File: src/rtl/diagonal_pkg.sv
// Shared types and constants for the diagonal walker and its formal harnesses.
package diagonal_pkg;

    typedef enum logic {
        StRun,
        StTripped
    } mon_state_e;

    // Reset coordinates, truncated to a w-bit coordinate.
    function automatic int unsigned init_x(input int unsigned w);
        return 32'd1 & ((32'd1 << w) - 32'd1);
    endfunction

    function automatic int unsigned init_y(input int unsigned w);
        return 32'd0 & ((32'd1 << w) - 32'd1);
    endfunction

endpackage

File: src/rtl/diag_step.sv
// Combinational transition relation of the diagonal walk: (x, y, fold) -> (x', y').
module diag_step #(
    parameter int unsigned W    = 4,
    parameter int unsigned KMAX = (1 << W) - 1
) (
    input  logic [W-1:0] x_i,
    input  logic [W-1:0] y_i,
    input  logic         fold_i,
    output logic [W-1:0] x_o,
    output logic [W-1:0] y_o
);

    localparam logic [W:0]   KmaxExt  = (W + 1)'(KMAX);
    localparam logic [W:0]   KmaxHalf = KmaxExt >> 1;
    localparam logic [W-1:0] KmaxW    = W'(KMAX);

    logic [W:0]   fold_sum;
    logic [W-1:0] fold_x;

    always_comb begin
        // One extra bit so the fold sum cannot wrap before the clamp.
        fold_sum = KmaxHalf + {2'b00, x_i[W-1:1]};
        fold_x   = (fold_sum > KmaxExt) ? KmaxW : fold_sum[W-1:0];

        x_o = x_i;
        y_o = y_i;
        if (fold_i && (x_i > y_i)) begin
            x_o = fold_x;
        end else if (x_i < y_i) begin
            y_o = y_i + W'(1);
        end else if (x_i == y_i) begin
            x_o = x_i + W'(1);
            y_o = y_i + W'(1);
        end else if (x_i != KmaxW) begin
            x_o = x_i + W'(1);
            y_o = y_i + W'(1);
        end else begin
            x_o = y_i;
            y_o = x_i;
        end
    end

endmodule

File: src/rtl/diagonal_walker.sv
// Diagonal-walk datapath with a sticky monitor latching the first violation of !(x < y).
module diagonal_walker
    import diagonal_pkg::*;
#(
    parameter int unsigned W     = 4,
    parameter int unsigned KMAX  = (1 << W) - 1,
    parameter int unsigned CNT_W = 8
) (
    input  logic             clk,
    input  logic             reset,
    input  logic             en,
    input  logic             fold,
    output logic [W-1:0]     x,
    output logic [W-1:0]     y,
    output logic             prop,
    output logic             viol,
    output logic [CNT_W-1:0] steps,
    output logic [CNT_W-1:0] fail_step
);

    localparam logic [W-1:0]     X0       = W'(init_x(W));
    localparam logic [W-1:0]     Y0       = W'(init_y(W));
    localparam logic [CNT_W-1:0] StepsMax = '1;

    logic [W-1:0]     x_q, y_q, x_d, y_d;
    logic [W-1:0]     x_step, y_step;
    logic [CNT_W-1:0] steps_q, steps_d;
    logic [CNT_W-1:0] fail_step_q, fail_step_d;
    logic             viol_q, viol_d;
    mon_state_e       state_q, state_d;

    diag_step #(
        .W    (W),
        .KMAX (KMAX)
    ) u_diag_step (
        .x_i    (x_q),
        .y_i    (y_q),
        .fold_i (fold),
        .x_o    (x_step),
        .y_o    (y_step)
    );

    always_comb begin
        x_d     = x_q;
        y_d     = y_q;
        steps_d = steps_q;
        if (en) begin
            x_d = x_step;
            y_d = y_step;
            if (steps_q != StepsMax) begin
                steps_d = steps_q + CNT_W'(1);
            end
        end
    end

    // Monitor only observes; it never gates the walk.
    always_comb begin
        state_d     = state_q;
        viol_d      = viol_q;
        fail_step_d = fail_step_q;
        case (state_q)
            StRun: begin
                if (!prop) begin
                    state_d     = StTripped;
                    viol_d      = 1'b1;
                    fail_step_d = steps_q;
                end
            end
            StTripped: begin
                state_d = StTripped;
            end
            default: begin
                state_d = StRun;
            end
        endcase
    end

    always_ff @(posedge clk) begin
        if (reset) begin
            x_q         <= X0;
            y_q         <= Y0;
            steps_q     <= '0;
            fail_step_q <= '0;
            viol_q      <= 1'b0;
            state_q     <= StRun;
        end else begin
            x_q         <= x_d;
            y_q         <= y_d;
            steps_q     <= steps_d;
            fail_step_q <= fail_step_d;
            viol_q      <= viol_d;
            state_q     <= state_d;
        end
    end

    assign prop      = !(x_q < y_q);
    assign x         = x_q;
    assign y         = y_q;
    assign viol      = viol_q;
    assign steps     = steps_q;
    assign fail_step = fail_step_q;

endmodule
File: config.mk
export PLATFORM = sky130hd
export DESIGN_NAME = diagonal_walker
export DESIGN_NICKNAME = d
export VERILOG_FILES = /design/src/rtl/diagonal_pkg.sv /design/src/rtl/diag_step.sv /design/src/rtl/diagonal_walker.sv
export SDC_FILE = /design/constraint.sdc
export NUM_CORES = 1
export LEC_CHECK = 0
export ABC_AREA = 1
export CAP_MARGIN = 5
export CELL_PAD_IN_SITES_DETAIL_PLACEMENT = 2
export CELL_PAD_IN_SITES_GLOBAL_PLACEMENT = 2
export CORE_MARGIN = 2
export CORE_UTILIZATION = 28
export CTS_CLUSTER_DIAMETER = 50
export DETAILED_ROUTE_END_ITERATION = 10
export GPL_TIMING_DRIVEN = 0
export PLACE_DENSITY_LB_ADDON = 0.1
export SETUP_SLACK_MARGIN = 0.5
export SKIP_CTS_REPAIR_TIMING = 1
export SYNTH_ARGS = -nofsm -noshare
export SYNTH_HDL_FRONTEND = slang
export SYNTH_SLANG_ARGS = --single-unit
File: constraint.sdc
create_clock -name clk -period 1.75 [get_ports clk]
set_input_delay 0.35 -clock clk [delete_from_list [all_inputs] [get_ports clk]]
set_output_delay 0.35 -clock clk [all_outputs]
set_load 0.02 [all_outputs]
### Word-level counts from Yosys, hierarchy flattened

Cells that the tools add are included.

* add/subtract/negate cells: 4
* magnitude comparators: 3
* equal/unequal tests: 4
* muxes and demuxes: 10
* bitwise operators: 2
* reduce and logical (&&, ||, !) cells: 6

Operator list (count)
* 4-bit 2-to-1 mux: 8
* 4-bit by 1-bit adder with 4-bit output, second input constant: 2
* 8-bit by 1-bit adder with 8-bit output, second input constant: 1
* 8-bit != test, second input constant: 1
* 2-bit AND reduction: 4
* 5-bit by 4-bit greater-than comparator with 1-bit output, second input constant: 1
* 3-bit by 3-bit adder with 4-bit output, first input constant: 1
* 4-bit == test: 1
* 4-bit greater-than comparator: 1
* 4-bit less-than comparator: 1
* 4-bit != test, second input constant: 1
* 2-bit by 1-bit != test with 1-bit output, second input constant: 1
* 1-bit NOT: 2
* 1-bit case mux with 2 select lines: 1
* 1-bit logical AND: 1
* 1-bit zero test: 1
* 1-bit 2-to-1 mux: 1

* bits in registers: 26
* logic and storage cells: 35

### Logic depth before layout (Yosys ltp)

* depth after elaboration: 5
* depth in mapped cells: 13
* mapped depth without buffers: 13

### Modules after synthesis

Synthesis repeated with hierarchy kept, for this count alone.

* cells, all modules: 272
* area, all modules: 1794.2 um2

Modules (own cells, without submodules)
* diagonal_walker: instances 1, cells each 174, area an instance 1233.7 um2, sequential area each 520.5 um2
* diag_step: instances 1, cells each 98, area an instance 560.5 um2, sequential area each 0.0 um2

### Worst setup path after synthesis

Ideal clock, no wire load.

* kind: flip-flop to flip-flop
* start: register y_q[2] (netlist: y[2])
* end: register y_q[3] (netlist: y[3])
* setup time: 0.109 ns
* arrival time: 1.652 ns
* data required time: 1.641 ns
* setup slack: -0.011 ns
* cell stages (with the launch flop): 12
* path buffers: 0
* path through: dfxtp_1 -> inv_1 -> ha_1 -> nand2_1 -> nor2_2 -> nor2_4 -> nand2_1 -> nand3_1 -> nand2_1 -> nand3_1 -> nand2_1 -> inv_1

* longest elaborated chain between the ends: 4
* elaborated cells between the ends (all ways): 10

Ends and longest elaborated chain
* start: declaration: line diagonal_walker.sv:25 `logic [W-1:0] x_q, y_q, x_d, y_d;`
* start signal: assignment: line diagonal_walker.sv:88 `y_q <= y_d;`
* 4-bit by 1-bit adder with 4-bit output or 4-bit greater-than comparator (tied branches)
* 4-bit 2-to-1 mux or 1-bit logical AND (tied branches): line diag_step.sv:34, diag_step.sv:27
* 4-bit 2-to-1 mux or 1-bit NOT (tied branches)
* 4-bit 2-to-1 mux or 2-bit AND reduction (tied branches)

Several ways; a longest one is shown, not always the timed one.
A chain may end at the register's enable or synchronous reset.

### Worst setup path after layout

* start: register y_q[3] (netlist: y[3])
* end: output port prop

* longest elaborated chain between the ends: 2

Ends and longest elaborated chain
* 4-bit less-than comparator: line diagonal_walker.sv:96 `assign prop = !(x_q < y_q);`
* 1-bit zero test: line diagonal_walker.sv:96
* end: declaration: line diagonal_walker.sv:15 `output logic prop,`

Every way passes these cells.

==> results by group <==
Status
  • Result of the run: complete, but fails checks
  • Failing checks: setup timing

Detailed routing
  • Average wire length per cell after detail routing: just over 20 um
  • Via count: between 1500 and 2000
  • Routed WL: ~7000 um
  • Detailed-router iteration count before antenna repair: 4
  • Number of DRC markers after the initial detailed-route iteration: 28
  • Residual DRC count: 0
  • Number of routed nets with antenna violations: 0
  • Drt via density: ~5.0

GRT
  • Vias in the first global route: 1666
  • Maximum number of pins on one net before global-route repair: 15
  • First-pass GRT wire length: a little over 8000 um
  • GRT overflow: 0
  • Antenna violations before repair: 0
  • Total routing resource utilization after global routing: approximately 17%

Clock tree
  • Buffer depth of the longest clock path: 2
  • Root Driver: sky130_fd_sc_hd__clkbuf_8
  • CTS Buf Count: 3
  • Clock latency on the worst-skew pair: 0.28 ns
  • CTS tree: done
  • Clock transition at the registers of the reported paths: around 0.11 ns
  • Clk sinks: 26
  • H-tree Lvls: 1

Worst hold path
  • Hold Crit Depth: 2
  • Type of the tightest min-delay check: reg -> reg

Yosys
  • Flop and latch count out of synthesis: 26
  • Yosys cell types: 27
  • Total standard cell area after synthesis: about 0.0015 mm2
  • Synth top area cells: sky130_fd_sc_hd__dfxtp_1, sky130_fd_sc_hd__nand2_1, sky130_fd_sc_hd__ha_1
  • Avg Cell Area, Syn: 7.25 um2
  • Post-synthesis net count: 219
  • Syn Inst Count: a little over 200
  • Synth area leader: sky130_fd_sc_hd__dfxtp_1
  • Sequential cell area fraction in the yosys report: approximately a third
  • Synth Warn #: 0
  • Share of Yosys cell area claimed by the top area cell type: a little over a third

Pwr
  • Static leakage: around 0.0013 uW
  • Switching share of total power: around half
  • Relative contribution of the clock network to total power: about 8.2%
  • Relative contribution of combinational cells to total power: a little under three quarters
  • Internal power component: around 2300 uW
  • Switching power: around 2200 uW
  • Cell area power density: around 1700 mW/mm2
  • Final total power: between 4000 and 5000 uW
  • Sequential fraction of design power: about a fifth
  • Worst ir drop on vdd: approximately 900 uV

Placed design
  • Placer congestion estimate: a little over 0.8
  • DP Worst Slack: -0.401 ns
  • # port buffers: 29
  • DP Wirelength: 3780 um

Timing
  • Worst hold slack: 0.453 ns
  • Final setup violating endpoints: 4
  • Unrepaired setup endpoints after global routing: yes
  • Final max-slew violation count: 0
  • Actual transition at the worst max-transition pin: between 0.4 and 0.5 ns
  • Number of hold violations in the final report: 0
  • Slew HR: 72.0%
  • Skew final: 0.0193 ns
  • Period utilization: 106%
  • Post-route worst setup slack: -0.108 ns
  • Fmax: 0.538 GHz
  • Min Clock Period, post-route: around 1.9 ns

Critical path
  • Worst setup path category: reg -> out
  • Crit-path most repeated cell: sky130_fd_sc_hd__nand2_4
  • Crit-path max FO: 6
  • Worst EP required: about 1.4 ns
  • Peak per-stage delay on the critical path: ~0.39 ns
  • Slowest cell on the critical path: sky130_fd_sc_hd__dfxtp_4
  • Critical Path, Cell by Cell: inv_4 > ha_4 > nand2_4 > inv_2 > nand2_4 > nand2_4 > buf_8 > buf_6
  • Worst Reg-to-Reg Cells: 11
  • Arrival time of data at the critical path endpoint: roughly 1.5 ns
  • Category of the worst setup path capture point: output pin
  • Crit start category: flop

Cells and area
  • Most frequent cells in the layout: sky130_fd_sc_hd__nand2_1, sky130_fd_sc_hd__buf_4, sky130_fd_sc_hd__buf_6
  • Most common cell after layout, fill and taps aside: sky130_fd_sc_hd__nand2_1
  • Number of nets in the final layout: between 200 and 300
  • Layout cells sized above 1: between 50 and 60%
  • Number of inserted filler cells in the final layout: ~570
  • Antenna Diode Count: 0
  • Final core utilization: 52.1%
  • Synth-to-layout area growth: 79.1%

Floorplan
  • Die extent in x: a little under 80 um
  • Initial Util: 29.1%
  • DIE HEIGHT: roughly 77 um
  • I/O pin count: 30
  • Std-Cell Rows: 26
  • Die Outline Area: roughly 0.0059 mm2
  • Core Region: 0.00511 mm2

Flow run
  • Number of max-capacitance violations reported: 0
-- cells by family (layout without fill, tap and decap cells) --
group,count (synthesis),count (layout),share of synthesized area [%]
AOI/OAI and AO/OA,37,37,13.1
xor gates and xnor gates,8,8,4.71
adders and majority gates,10,10,8.42
buffers and inverters,32,102,8.42
DFF,26,26,35.0
and+or+nand+nor,92,92,30.3
-- power groups by stage --
stage | logic [uW] | clock network [uW] | registers, uW
6_report | 3190 | 367 | 905
2_1_floorplan | 1390 | 0 | 969
3_5_place_dp | 2080 | 0 | 904
5_1_grt | 3400 | 400 | 924
4_1_cts | 2090 | 373 | 894
3_3_place_gp | 2010 | 0 | 895
-- worst max-delay path: cells and delay by family, from the launching register on --
family / cells / cell delay (ns)
buffers and inverters: 4 / 0.34
and+or+nand+nor: 3 / 0.21
adders and majority gates: 1 / 0.28
DFF: 1 / 0.39
-- sequential cells by signal (all words and copies together), names as in the netlist --
register	count
state_q	1
fail_step	8
viol	1
steps	8
y	4
x	4
-- metal layers --
layer / track usage [%] / wire [um] / up-vias
met2: 32.7 / 4020 / 25
met1: 19.7 / 2900 / 874
met3: 1.88 / 109 / 2
met4: 3.09 / 15 / 0
li1: - / - / 812
met5: 0 / 0 / -
-- layout make-up --
cell class	instances	area (um2)	area share, %
inverter	27	114	4.28
multi-input combinational	147	1170	44.0
clock buffer	4	45.0	1.69
timing repair buffer	66	616	23.1
buffer	5	52.6	1.97
tap	70	87.6	3.29
sequential	26	576	21.6
-- path summary, 6_finish.rpt --
| check | endpoint | slack (ns) | startpoint |
|---|---|---|---|
| setup reg to reg | y[2] | -0.04 | y[3] |
| setup / recovery | prop | -0.11 | y[3] |
| hold reg to reg | viol | 0.45 | viol |
| hold / removal | viol | 0.45 | viol |
-- synthesized netlist by cell type --
cell type	n
sky130_fd_sc_hd__nor2_2	2
sky130_fd_sc_hd__buf_2	1
sky130_fd_sc_hd__nor4_1	1
sky130_fd_sc_hd__buf_4	1
sky130_fd_sc_hd__nand4_1	4
sky130_fd_sc_hd__inv_1	25
sky130_fd_sc_hd__xor2_1	4
sky130_fd_sc_hd__nor2_4	2
sky130_fd_sc_hd__ha_1	10
sky130_fd_sc_hd__clkinv_1	1
sky130_fd_sc_hd__nand2_4	1
sky130_fd_sc_hd__inv_2	1
sky130_fd_sc_hd__dfxtp_1	26
sky130_fd_sc_hd__nor2_1	6
sky130_fd_sc_hd__nand4_4	1
sky130_fd_sc_hd__clkbuf_1	2
sky130_fd_sc_hd__nor3_4	1
sky130_fd_sc_hd__o211ai_1	1
sky130_fd_sc_hd__nand2_1	47
sky130_fd_sc_hd__a21oi_2	2
sky130_fd_sc_hd__nor3_1	2
sky130_fd_sc_hd__o21ai_0	10
sky130_fd_sc_hd__xnor2_1	4
sky130_fd_sc_hd__nand2_2	1
sky130_fd_sc_hd__buf_1	1
sky130_fd_sc_hd__a21oi_1	24
sky130_fd_sc_hd__nand3_1	24
-- per-stage QoR --
step,area (um2),TNS (ns),instances
3_5_place_dp,2020,-3.87,304
5_1_grt,2660,-0.677,345
3_3_place_gp,2020,-2.96,304
4_1_cts,2060,-0.790,308
6_report,2660,-0.170,345
2_1_floorplan,1640,0,205
Note: power is estimated with default switching activity, not from simulation.
